[src/rtl/rob_multi_wb_if.sv]
// Bundle of issue, write-back, lookup and commit signals around the reorder buffer.
// The environment drives through master; the ROB itself binds to slave.
interface rob_multi_wb_if #(
    parameter int Q_WIDTH        = 4,
    parameter int REG_ADDR_WIDTH = 5,
    parameter int WB_PORTS       = 2,
    parameter int LOOKUP_PORTS   = 2
);
    // Handshakes: issue transfers when issue_valid && issue_ready in the same cycle;
    // a store commit transfers when commit_store is high, which already implies store_ready.
    logic                           issue_valid;
    logic                           issue_ready;
    logic [Q_WIDTH-1:0]             issue_tag;
    logic                           issue_is_store;
    logic                           issue_is_branch;
    logic [REG_ADDR_WIDTH-1:0]      issue_rd;
    logic [31:0]                    issue_pc;
    logic [31:0]                    issue_pred_pc;
    logic [WB_PORTS-1:0]            wb_valid;
    logic [WB_PORTS*Q_WIDTH-1:0]    wb_tag;
    logic [WB_PORTS*32-1:0]         wb_value;
    logic [WB_PORTS*32-1:0]         wb_npc;
    logic [LOOKUP_PORTS*Q_WIDTH-1:0] lk_tag;
    logic [LOOKUP_PORTS-1:0]        lk_hit;
    logic [LOOKUP_PORTS*32-1:0]     lk_value;
    logic                           commit_valid;
    logic [Q_WIDTH-1:0]             commit_tag;
    logic                           commit_we;
    logic [REG_ADDR_WIDTH-1:0]      commit_rd;
    logic [31:0]                    commit_value;
    logic                           commit_store;
    logic                           store_ready;
    logic                           redirect;
    logic [31:0]                    redirect_pc;
    logic [Q_WIDTH-1:0]             count;
    logic                           empty;

    modport master (
        output issue_valid, issue_is_store, issue_is_branch, issue_rd, issue_pc, issue_pred_pc,
        output wb_valid, wb_tag, wb_value, wb_npc, lk_tag, store_ready,
        input  issue_ready, issue_tag, lk_hit, lk_value,
        input  commit_valid, commit_tag, commit_we, commit_rd, commit_value, commit_store,
        input  redirect, redirect_pc, count, empty
    );

    modport slave (
        input  issue_valid, issue_is_store, issue_is_branch, issue_rd, issue_pc, issue_pred_pc,
        input  wb_valid, wb_tag, wb_value, wb_npc, lk_tag, store_ready,
        output issue_ready, issue_tag, lk_hit, lk_value,
        output commit_valid, commit_tag, commit_we, commit_rd, commit_value, commit_store,
        output redirect, redirect_pc, count, empty
    );
endinterface

[src/rtl/rob_multi_wb.sv]
// In-order commit queue with multiple write-back channels, bypassing operand lookups,
// store-commit handshake, mispredict redirect and external flush.
module rob_multi_wb #(
    parameter int Q_WIDTH        = 4,
    parameter int REG_ADDR_WIDTH = 5,
    parameter int WB_PORTS       = 2,
    parameter int LOOKUP_PORTS   = 2
) (
    input  logic          clk_in,
    input  logic          rst_n_in,
    input  logic          rdy_in,
    input  logic          flush_in,
    rob_multi_wb_if.slave bus
);
    localparam int DEPTH = 1 << Q_WIDTH;
    localparam logic [Q_WIDTH-1:0] MAX_TAG = '1;
    localparam logic [Q_WIDTH-1:0] ONE_TAG = {{(Q_WIDTH-1){1'b0}}, 1'b1};

    logic [Q_WIDTH-1:0]        head_q, tail_q, count_q, count_next;
    logic                      full_q;
    logic [DEPTH-1:0]          done_q, store_q, branch_q;
    logic [REG_ADDR_WIDTH-1:0] rd_q    [DEPTH];
    logic [31:0]               pred_q  [DEPTH];
    logic [31:0]               value_q [DEPTH];
    logic [31:0]               npc_q   [DEPTH];

    logic alloc, retire, mispredict, do_redirect, clear;

    // Tag 0 means "no tag", so the sequence skips it on wrap.
    function automatic logic [Q_WIDTH-1:0] next_tag(input logic [Q_WIDTH-1:0] t);
        return (t == MAX_TAG) ? ONE_TAG : t + ONE_TAG;
    endfunction

    assign retire      = rdy_in && (count_q != '0) && done_q[head_q] &&
                         (!store_q[head_q] || bus.store_ready);
    assign alloc       = rdy_in && bus.issue_valid && !full_q;
    assign mispredict  = branch_q[head_q] && (npc_q[head_q] != pred_q[head_q]);
    assign do_redirect = retire && mispredict;
    assign clear       = rdy_in && (flush_in || do_redirect);

    always_comb begin
        count_next = count_q;
        if (alloc && !retire)
            count_next = count_q + ONE_TAG;
        else if (retire && !alloc)
            count_next = count_q - ONE_TAG;
    end

    assign bus.issue_ready  = !full_q;
    assign bus.issue_tag    = tail_q;
    assign bus.commit_valid = retire;
    assign bus.commit_tag   = head_q;
    assign bus.commit_we    = retire && !store_q[head_q] && !branch_q[head_q] &&
                              (rd_q[head_q] != '0);
    assign bus.commit_rd    = rd_q[head_q];
    assign bus.commit_value = value_q[head_q];
    assign bus.commit_store = retire && store_q[head_q];
    assign bus.redirect     = do_redirect;
    assign bus.redirect_pc  = npc_q[head_q];
    assign bus.count        = count_q;
    assign bus.empty        = (count_q == '0);

    // Lookup: a completed slot wins; otherwise the lowest-index write-back channel bypasses.
    always_comb begin
        logic [Q_WIDTH-1:0] lt;
        lt           = '0;
        bus.lk_hit   = '0;
        bus.lk_value = '0;
        for (int l = 0; l < LOOKUP_PORTS; l++) begin
            lt = bus.lk_tag[l*Q_WIDTH +: Q_WIDTH];
            if (lt != '0) begin
                if (done_q[lt]) begin
                    bus.lk_hit[l]            = 1'b1;
                    bus.lk_value[l*32 +: 32] = value_q[lt];
                end else begin
                    for (int w = WB_PORTS - 1; w >= 0; w--) begin
                        if (bus.wb_valid[w] && (bus.wb_tag[w*Q_WIDTH +: Q_WIDTH] == lt)) begin
                            bus.lk_hit[l]            = 1'b1;
                            bus.lk_value[l*32 +: 32] = bus.wb_value[w*32 +: 32];
                        end
                    end
                end
            end
        end
    end

    always_ff @(posedge clk_in) begin
        if (!rst_n_in || clear) begin
            head_q   <= ONE_TAG;
            tail_q   <= ONE_TAG;
            count_q  <= '0;
            full_q   <= 1'b0;
            done_q   <= '0;
            store_q  <= '0;
            branch_q <= '0;
        end else if (rdy_in) begin
            if (alloc) begin
                rd_q[tail_q]     <= bus.issue_rd;
                pred_q[tail_q]   <= bus.issue_pred_pc;
                store_q[tail_q]  <= bus.issue_is_store;
                branch_q[tail_q] <= bus.issue_is_branch;
                done_q[tail_q]   <= 1'b0;
                tail_q           <= next_tag(tail_q);
            end
            if (retire) begin
                done_q[head_q] <= 1'b0;
                head_q         <= next_tag(head_q);
            end
            // Ascending loop: a later channel's write overrides an earlier one to the same tag.
            for (int w = 0; w < WB_PORTS; w++) begin
                if (bus.wb_valid[w] && (bus.wb_tag[w*Q_WIDTH +: Q_WIDTH] != '0)) begin
                    value_q[bus.wb_tag[w*Q_WIDTH +: Q_WIDTH]] <= bus.wb_value[w*32 +: 32];
                    npc_q[bus.wb_tag[w*Q_WIDTH +: Q_WIDTH]]   <= bus.wb_npc[w*32 +: 32];
                    done_q[bus.wb_tag[w*Q_WIDTH +: Q_WIDTH]]  <= 1'b1;
                end
            end
            count_q <= count_next;
            full_q  <= (count_next == MAX_TAG);
        end
    end
endmodule
[src/flat_wrapper.sv]
// flat-port wrapper written by rule: the top's interface ports become plain ports
module rob_multi_wb_flat 
#(
    parameter int Q_WIDTH        = 4,
    parameter int REG_ADDR_WIDTH = 5,
    parameter int WB_PORTS       = 2,
    parameter int LOOKUP_PORTS   = 2
)
  (clk_in, rst_n_in, rdy_in, flush_in, bus_issue_valid, bus_issue_is_store, bus_issue_is_branch, bus_issue_rd, bus_issue_pc, bus_issue_pred_pc, bus_wb_valid, bus_wb_tag, bus_wb_value, bus_wb_npc, bus_lk_tag, bus_store_ready, bus_issue_ready, bus_issue_tag, bus_lk_hit, bus_lk_value, bus_commit_valid, bus_commit_tag, bus_commit_we, bus_commit_rd, bus_commit_value, bus_commit_store, bus_redirect, bus_redirect_pc, bus_count, bus_empty);
  rob_multi_wb_if #(.Q_WIDTH(Q_WIDTH), .REG_ADDR_WIDTH(REG_ADDR_WIDTH), .WB_PORTS(WB_PORTS), .LOOKUP_PORTS(LOOKUP_PORTS)) bus_i ();
  input  logic clk_in;
  input  logic rst_n_in;
  input  logic rdy_in;
  input  logic flush_in;
  input wire logic [$bits(bus_i.issue_valid)-1:0] bus_issue_valid;
  input wire logic [$bits(bus_i.issue_is_store)-1:0] bus_issue_is_store;
  input wire logic [$bits(bus_i.issue_is_branch)-1:0] bus_issue_is_branch;
  input wire logic [$bits(bus_i.issue_rd)-1:0] bus_issue_rd;
  input wire logic [$bits(bus_i.issue_pc)-1:0] bus_issue_pc;
  input wire logic [$bits(bus_i.issue_pred_pc)-1:0] bus_issue_pred_pc;
  input wire logic [$bits(bus_i.wb_valid)-1:0] bus_wb_valid;
  input wire logic [$bits(bus_i.wb_tag)-1:0] bus_wb_tag;
  input wire logic [$bits(bus_i.wb_value)-1:0] bus_wb_value;
  input wire logic [$bits(bus_i.wb_npc)-1:0] bus_wb_npc;
  input wire logic [$bits(bus_i.lk_tag)-1:0] bus_lk_tag;
  input wire logic [$bits(bus_i.store_ready)-1:0] bus_store_ready;
  output wire logic [$bits(bus_i.issue_ready)-1:0] bus_issue_ready;
  output wire logic [$bits(bus_i.issue_tag)-1:0] bus_issue_tag;
  output wire logic [$bits(bus_i.lk_hit)-1:0] bus_lk_hit;
  output wire logic [$bits(bus_i.lk_value)-1:0] bus_lk_value;
  output wire logic [$bits(bus_i.commit_valid)-1:0] bus_commit_valid;
  output wire logic [$bits(bus_i.commit_tag)-1:0] bus_commit_tag;
  output wire logic [$bits(bus_i.commit_we)-1:0] bus_commit_we;
  output wire logic [$bits(bus_i.commit_rd)-1:0] bus_commit_rd;
  output wire logic [$bits(bus_i.commit_value)-1:0] bus_commit_value;
  output wire logic [$bits(bus_i.commit_store)-1:0] bus_commit_store;
  output wire logic [$bits(bus_i.redirect)-1:0] bus_redirect;
  output wire logic [$bits(bus_i.redirect_pc)-1:0] bus_redirect_pc;
  output wire logic [$bits(bus_i.count)-1:0] bus_count;
  output wire logic [$bits(bus_i.empty)-1:0] bus_empty;
  assign bus_i.issue_valid = bus_issue_valid;
  assign bus_i.issue_is_store = bus_issue_is_store;
  assign bus_i.issue_is_branch = bus_issue_is_branch;
  assign bus_i.issue_rd = bus_issue_rd;
  assign bus_i.issue_pc = bus_issue_pc;
  assign bus_i.issue_pred_pc = bus_issue_pred_pc;
  assign bus_i.wb_valid = bus_wb_valid;
  assign bus_i.wb_tag = bus_wb_tag;
  assign bus_i.wb_value = bus_wb_value;
  assign bus_i.wb_npc = bus_wb_npc;
  assign bus_i.lk_tag = bus_lk_tag;
  assign bus_i.store_ready = bus_store_ready;
  assign bus_issue_ready = bus_i.issue_ready;
  assign bus_issue_tag = bus_i.issue_tag;
  assign bus_lk_hit = bus_i.lk_hit;
  assign bus_lk_value = bus_i.lk_value;
  assign bus_commit_valid = bus_i.commit_valid;
  assign bus_commit_tag = bus_i.commit_tag;
  assign bus_commit_we = bus_i.commit_we;
  assign bus_commit_rd = bus_i.commit_rd;
  assign bus_commit_value = bus_i.commit_value;
  assign bus_commit_store = bus_i.commit_store;
  assign bus_redirect = bus_i.redirect;
  assign bus_redirect_pc = bus_i.redirect_pc;
  assign bus_count = bus_i.count;
  assign bus_empty = bus_i.empty;
  rob_multi_wb #(.Q_WIDTH(Q_WIDTH), .REG_ADDR_WIDTH(REG_ADDR_WIDTH), .WB_PORTS(WB_PORTS), .LOOKUP_PORTS(LOOKUP_PORTS)) u_core (.clk_in(clk_in), .rst_n_in(rst_n_in), .rdy_in(rdy_in), .flush_in(flush_in), .bus(bus_i));
endmodule
[config.mk]
export PLATFORM = sky130hd
export DESIGN_NAME = rob_multi_wb_flat
export DESIGN_NICKNAME = d
export VERILOG_FILES = /design/src/rtl/rob_multi_wb_if.sv /design/src/rtl/rob_multi_wb.sv /design/src/flat_wrapper.sv
export SDC_FILE = /design/constraint.sdc
export NUM_CORES = 2
export LEC_CHECK = 0
export BUFFER_PORTS_ARGS = -buffer_cell sky130_fd_sc_hd__buf_2
export CORE_UTILIZATION = 33
export DETAILED_ROUTE_END_ITERATION = 12
export HOLD_SLACK_MARGIN = 0.02
export PLACE_DENSITY = 0.5
export SYNTH_ARGS = -nofsm -noshare
export SYNTH_HDL_FRONTEND = slang
export SYNTH_SLANG_ARGS = --single-unit
[constraint.sdc]
create_clock -name clk_in -period 11.7 [get_ports clk_in]
set_input_delay 2.34 -clock clk_in [delete_from_list [all_inputs] [get_ports clk_in]]
set_output_delay 2.34 -clock clk_in [all_outputs]
set_load 0.02 [all_outputs]
# Word level (Yosys, flattened, before mapping)
# Memory sizes are Yosys's and may differ from the RTL's. A register that Yosys moved wholly into a read port is not among the register bits.
# Cells that the tools add are included.
dict set report word_totals {
  mem_count 4
  elab_cells 151
  input_bits 223
  mem_bits_rw 1616
  latchBits 0
  ff_bits 61
  rom_bits 0
  output_inout_bits 153
}
dict set report classes {
  div 0
  n_addsub 4
  multipliers 0
  magnitude_cmp 10
  bitwise_logic 6
  n_reduce_logical 42
  n_shift 0
  eq_ne 8
  n_mux 70
}
# name depth width rd rd_clocked_by_memory_dff write_ports line_no
set memory_table {}
lappend memory_table {u_core.npc_q 16 32 1 1 2 rob_multi_wb.sv:25} ;# logic [31:0] npc_q [DEPTH];
lappend memory_table {u_core.pred_q 16 32 1 1 1 rob_multi_wb.sv:23} ;# logic [31:0] pred_q [DEPTH];
lappend memory_table {u_core.value_q 16 32 3 1 2 rob_multi_wb.sv:24} ;# logic [31:0] value_q [DEPTH];
lappend memory_table {u_core.rd_q 16 5 1 1 1 rob_multi_wb.sv:22} ;# logic [REG_ADDR_WIDTH-1:0] rd_q [DEPTH];
# op count
set op_table {}
lappend op_table {{32-bit 2-to-1 mux} 8}
lappend op_table {{16-bit 2-to-1 mux} 10}
lappend op_table {{4-bit 2-to-1 mux} 12}
lappend op_table {{16-bit bitwise AND} 2}
lappend op_table {{16-bit bitwise mux} 2}
lappend op_table {{32-bit != test} 1}
lappend op_table {{16-bit NOT} 2}
lappend op_table {{16-bit bitwise OR} 2}
lappend op_table {{4-bit by 5-bit less-than comparator with 1-bit output, second input constant} 6}
lappend op_table {{1-bit 2-to-1 mux} 29}
lappend op_table {{1-bit logical AND} 24}
lappend op_table {{1-bit binary-select mux with 4-bit select} 5}
lappend op_table {{4-bit nonzero test} 5}
lappend op_table {{1-bit demux with 4-bit select} 4}
lappend op_table {{4-bit equality test} 4}
lappend op_table {{4-bit by 1-bit greater-or-equal comparator with 1-bit output, second input constant} 4}
lappend op_table {{4-bit by 1-bit adder with 4-bit output, second input constant} 3}
lappend op_table {{4-bit equality test, second input constant} 3}
lappend op_table {{1-bit zero test} 6}
lappend op_table {{5-bit nonzero test} 1}
lappend op_table {{4-bit zero test} 1}
lappend op_table {{2-bit AND reduction} 2}
lappend op_table {{4-bit by 1-bit subtractor with 4-bit output, second input constant} 1}
lappend op_table {{1-bit logical OR} 3}

# Logic depth before layout (Yosys ltp)
dict set report logic_depth {
  ltp_word 20
  mapped_depth 18
}

# Worst setup path after synthesis
# Ideal clock, no wire load.
dict set report synth_timing {
  path_type {input to output}
  startpoint {input bus_lk_tag[0]}
  endpoint {output bus_lk_value[23]}
  t_arrival_ns 4.877
  path_stages 8
  path_slack_ns 4.483
  path_buffers 3
  path_cell_list {clkbuf_1 -> mux4_2 -> mux2_2 -> o21ai_0 -> clkbuf_1 -> clkbuf_1 -> nor2_1 -> a211oi_1}
}
dict set report synth_via {
  elab_chain_len 6
  elab_cells_between_ends 12
  classes_between {2 x eq/ne; 6 x mux; 3 x reduce/logical; 1 x memory}
}
# element line_no
set synth_rtl {}
lappend synth_rtl {{start: declaration} flat_wrapper.sv:25} ;# input wire logic [$bits(bus_i.lk_tag)-1:0] bus_lk_tag;
lappend synth_rtl {{4-bit equality test} rob_multi_wb.sv:77} ;# if (bus.wb_valid[w] && (bus.wb_tag[w*Q_WIDTH +: Q_WIDTH] == lt)) begin
lappend synth_rtl {{1-bit logical AND} rob_multi_wb.sv:77}
lappend synth_rtl {{32-bit 2-to-1 mux (2 in series)} rob_multi_wb.sv:77}
lappend synth_rtl {{32-bit 2-to-1 mux} rob_multi_wb.sv:72} ;# if (done_q[lt]) begin
lappend synth_rtl {{32-bit 2-to-1 mux *} rob_multi_wb.sv:71} ;# if (lt != '0) begin
lappend synth_rtl {{end: declaration} flat_wrapper.sv:30} ;# output wire logic [$bits(bus_i.lk_value)-1:0] bus_lk_value;
# Mark *: on every way between the ends. The rest lies on a longest branch, timed or not. The select of a mux whose other input is x is not followed.

==> flow_summary.yaml <==
run_status:
  outcome: "finished, final reports clean"
final_layout:
  nNetsFinal: 5226
  drive_gt1_share_pct: 47.5
  fin_util_pct: 37.7
  seqCellArea_mm2: 0.0498
  area_growth_pct: 13.1
  fillers: 24300
  multi_input_area_mm2: 0.0348
yosys:
  async_reset_ff_share_pct: 0
  synth_edf_count: 1616
  yosysSeqAreaShare_pct: 57.4
  synthFlopType: "edfxtp_1"
  yosysUniqueCellTypes: 66
  synth.avg_cell_area_um2: 18.0
  synth_area_mm2: 0.0868
  synthCells: 4835
  synth-seq-cells: 1681
  ys.warnings.count: 0
drt:
  ant_nets: 0
  via_per_inst: 5.78
  firstDrtPassIters: 5
  drcViolationCount: 0
  wirelength_um: 305000
  drt-initial-drc-count: 5180
  vias: 50100
  routedWlPerCell_um: 35.2
clock_network:
  clock-sinks: 1681
  cts_hold_buf: 0
  tritoncts: "yes"
  cts_made_buffers: 189
  clk_pin_slew_worst_paths_ps: 60
  cts_resized: 0
  cts_root_buffer: "clkbuf_16"
  htree_levels: 4
  max-clock-path-buffers: 3
  clkLatencyLatePin_ps: 880
  cts_setup_buffers: 0
timing:
  skew_ps: 73.1
  grt_setup_unrepaired: "no"
  setup_tns_ps: 0
  fin_crit_ps: 9290
  finalHoldViolCount: 0
  max_slew_margin_pct: 19.1
  setup_viol: 0
  finalCritPeriodShare_pct: 79.4
  worstMarginPinSlew_ps: 1210
  slew_violations: 0
  max_freq_mhz: 108
min_path:
  min_from: "u_core.store_q[15]"
  hold_end: "u_core.store_q[15]"
  hold_depth: 2
  hold_class: "register to register"
setup_path:
  worst-endpoint-arrival_ps: 6950
  rr_worst_depth: 12
  worstPathRequired_ps: 9360
  worst_r2r_endpoint: "u_core.value_q[3][21]"
  crit_path_start_kind: "register"
  r2r_setup_slack_ps: 3580
  critPathCaptureType: "output pin"
  worst-path-max-fanout: 43
  worstSetupPathType: "register to output pin"
floorplan:
  die_w_um: 515
  die_area_mm2: 0.265
  start_util_pct: 33.3
  core-area_mm2: 0.261
  row_count: 187
  fp.dieH_um: 515
  io_pins: 376
global_route:
  antenna_found_initial: 82
  grt_max_degree: 89
  grt_pass1_wl_um: 420000
  overflow: 0
  grt_use_total_pct: 22.7
  grt_pass1_vias: 50500
pwr:
  power_frac_comb_pct: 6.5
  switching_share_pct: 23.4
  internal-power_mw: 10.3
  p_clk_share_pct: 44.0
  p_sw_mw: 3.16
  power.density_mw_per_mm2: 137
  power_leakage_nw: 31.4
  power.total_mw: 13.5
  peakVddDrop_mv: 0.158
  p_seq_share_pct: 49.5
placement:
  dp_hpwl_um: 173000
  portBuffers: 343
  routabilityCongestion: 0.783
job:
  maxCapViolCount: 0
how the worst max path moves through the flow:
stage	start	end	slack, ps	cells past startpoint
after floorplan	bus_lk_tag[0]	bus_lk_value[23]	4480	8
after global placement	bus_lk_tag[4]	bus_lk_value[37]	3230	10
after detailed placement	bus_lk_tag[0]	bus_lk_value[2]	3280	9
after CTS	register	bus_redirect	2390	10
after global routing	register	bus_redirect	2280	10
final	register	bus_redirect	2410	10
cell families after synthesis:
family	after synthesis	synth area share [%]
compound gates	262	2.32
xor+xnor	55	0.555
fa+ha+maj	10	0.144
buf+inv	590	3.19
flops	1681	57.4
mux	1916	34.7
other cells	1	0.00432
simple gates	320	1.68
synthesized netlist by cell type, drive strengths merged, types with 13 or more instances:
master | count | area, um2
mux2 | 963 | 10800
a221oi | 34 | 310
buf | 207 | 1330
edfxtp | 1616 | 48500
clkbuf | 368 | 1380
a211oi | 70 | 548
mux2i | 174 | 1740
dfxtp | 65 | 1300
xor2 | 36 | 315
nor2 | 148 | 556
o22ai | 14 | 87.6
nand3 | 21 | 105
a21oi | 33 | 195
o21ai | 27 | 135
a22oi | 36 | 270
xnor2 | 19 | 166
nand2 | 68 | 255
mux4 | 779 | 17500
nor3 | 13 | 65.1
o211ai | 13 | 97.6
sequential cells by signal (all words and copies together), names as in the netlist, named ones only:
register,flops
u_core.pred_q,512
u_core.bus.commit_tag,4
u_core.done_q,16
u_core.bus.issue_tag,4
u_core.rd_q,80
u_core.store_q,16
u_core.full_q,1
u_core.npc_q,512
u_core.bus.count,4
u_core.value_q,512
u_core.branch_q,16
cell usage in the layout, fill, tap and decap left out, drive strengths merged, types with 27 or more instances in the layout:
cell	instances
a211oi	70
a21oi	33
a221oi	34
a22oi	36
buf	479
clkbuf	227
clkinv	102
conb	64
dfxtp	65
edfxtp	1616
mux2	963
mux2i	174
mux4	779
nand2	68
nor2	148
o21ai	27
xor2	36
through the flow:
step	setup slack [ps]	cells	instance area, um2	hold WS [ps]
6_report	2410	8668	98200	479
5_1_grt	2280	8658	98200	523
4_1_cts	2390	8647	98100	480
3_5_place_dp	3280	8298	92000	470
3_3_place_gp	3230	8298	92000	465
2_1_floorplan	4480	4898	87000	451
layout make-up:
| type | count | share of cell area (%) |
|---|---|---|
| flip-flops and latches | 1681 | 50.8 |
| multi-input cells | 2627 | 35.5 |
| clock buffers | 227 | 4.97 |
| well taps | 3496 | 4.45 |
| repair buffers | 479 | 2.98 |
| clock inverters | 122 | 1.25 |
| inverters | 15 | 0.0650 |
| diodes | 21 | 0.0535 |
worst max-delay path, cell delays in order, from the launching register on:
cell	delay [ps]
dfxtp_4	860
buf_4	770
and2_1	520
a221oi_1	160
o21ai_0	410
nand4_1	170
a211oi_1	700
nand4_1	570
or4_2	1240
and2_1	380
buf_2	190
routing by layer:
layer / GRT usage, % / vias to the layer above / wire (um)
met2: 37.0 / 1994 / 146000
met4: 6.52 / 52 / 8230
met1: 30.6 / 27300 / 128000
met5: 0 / - / 330
met3: 4.75 / 474 / 21700
li1: - / 20300 / -
power groups by stage:
| stage | logic, mW | registers [mW] | clock network (mW) |
|---|---|---|---|
| after floorplan | 0.569 | 6.81 | 0 |
| after global placement | 0.862 | 6.81 | 0 |
| after CTS | 0.876 | 6.69 | 6.05 |
| after detailed placement | 0.874 | 6.81 | 0 |
| after global routing | 0.932 | 6.69 | 6.27 |
| final | 0.877 | 6.69 | 5.94 |
No activity file was read; power rests on OpenSTA's default activity.
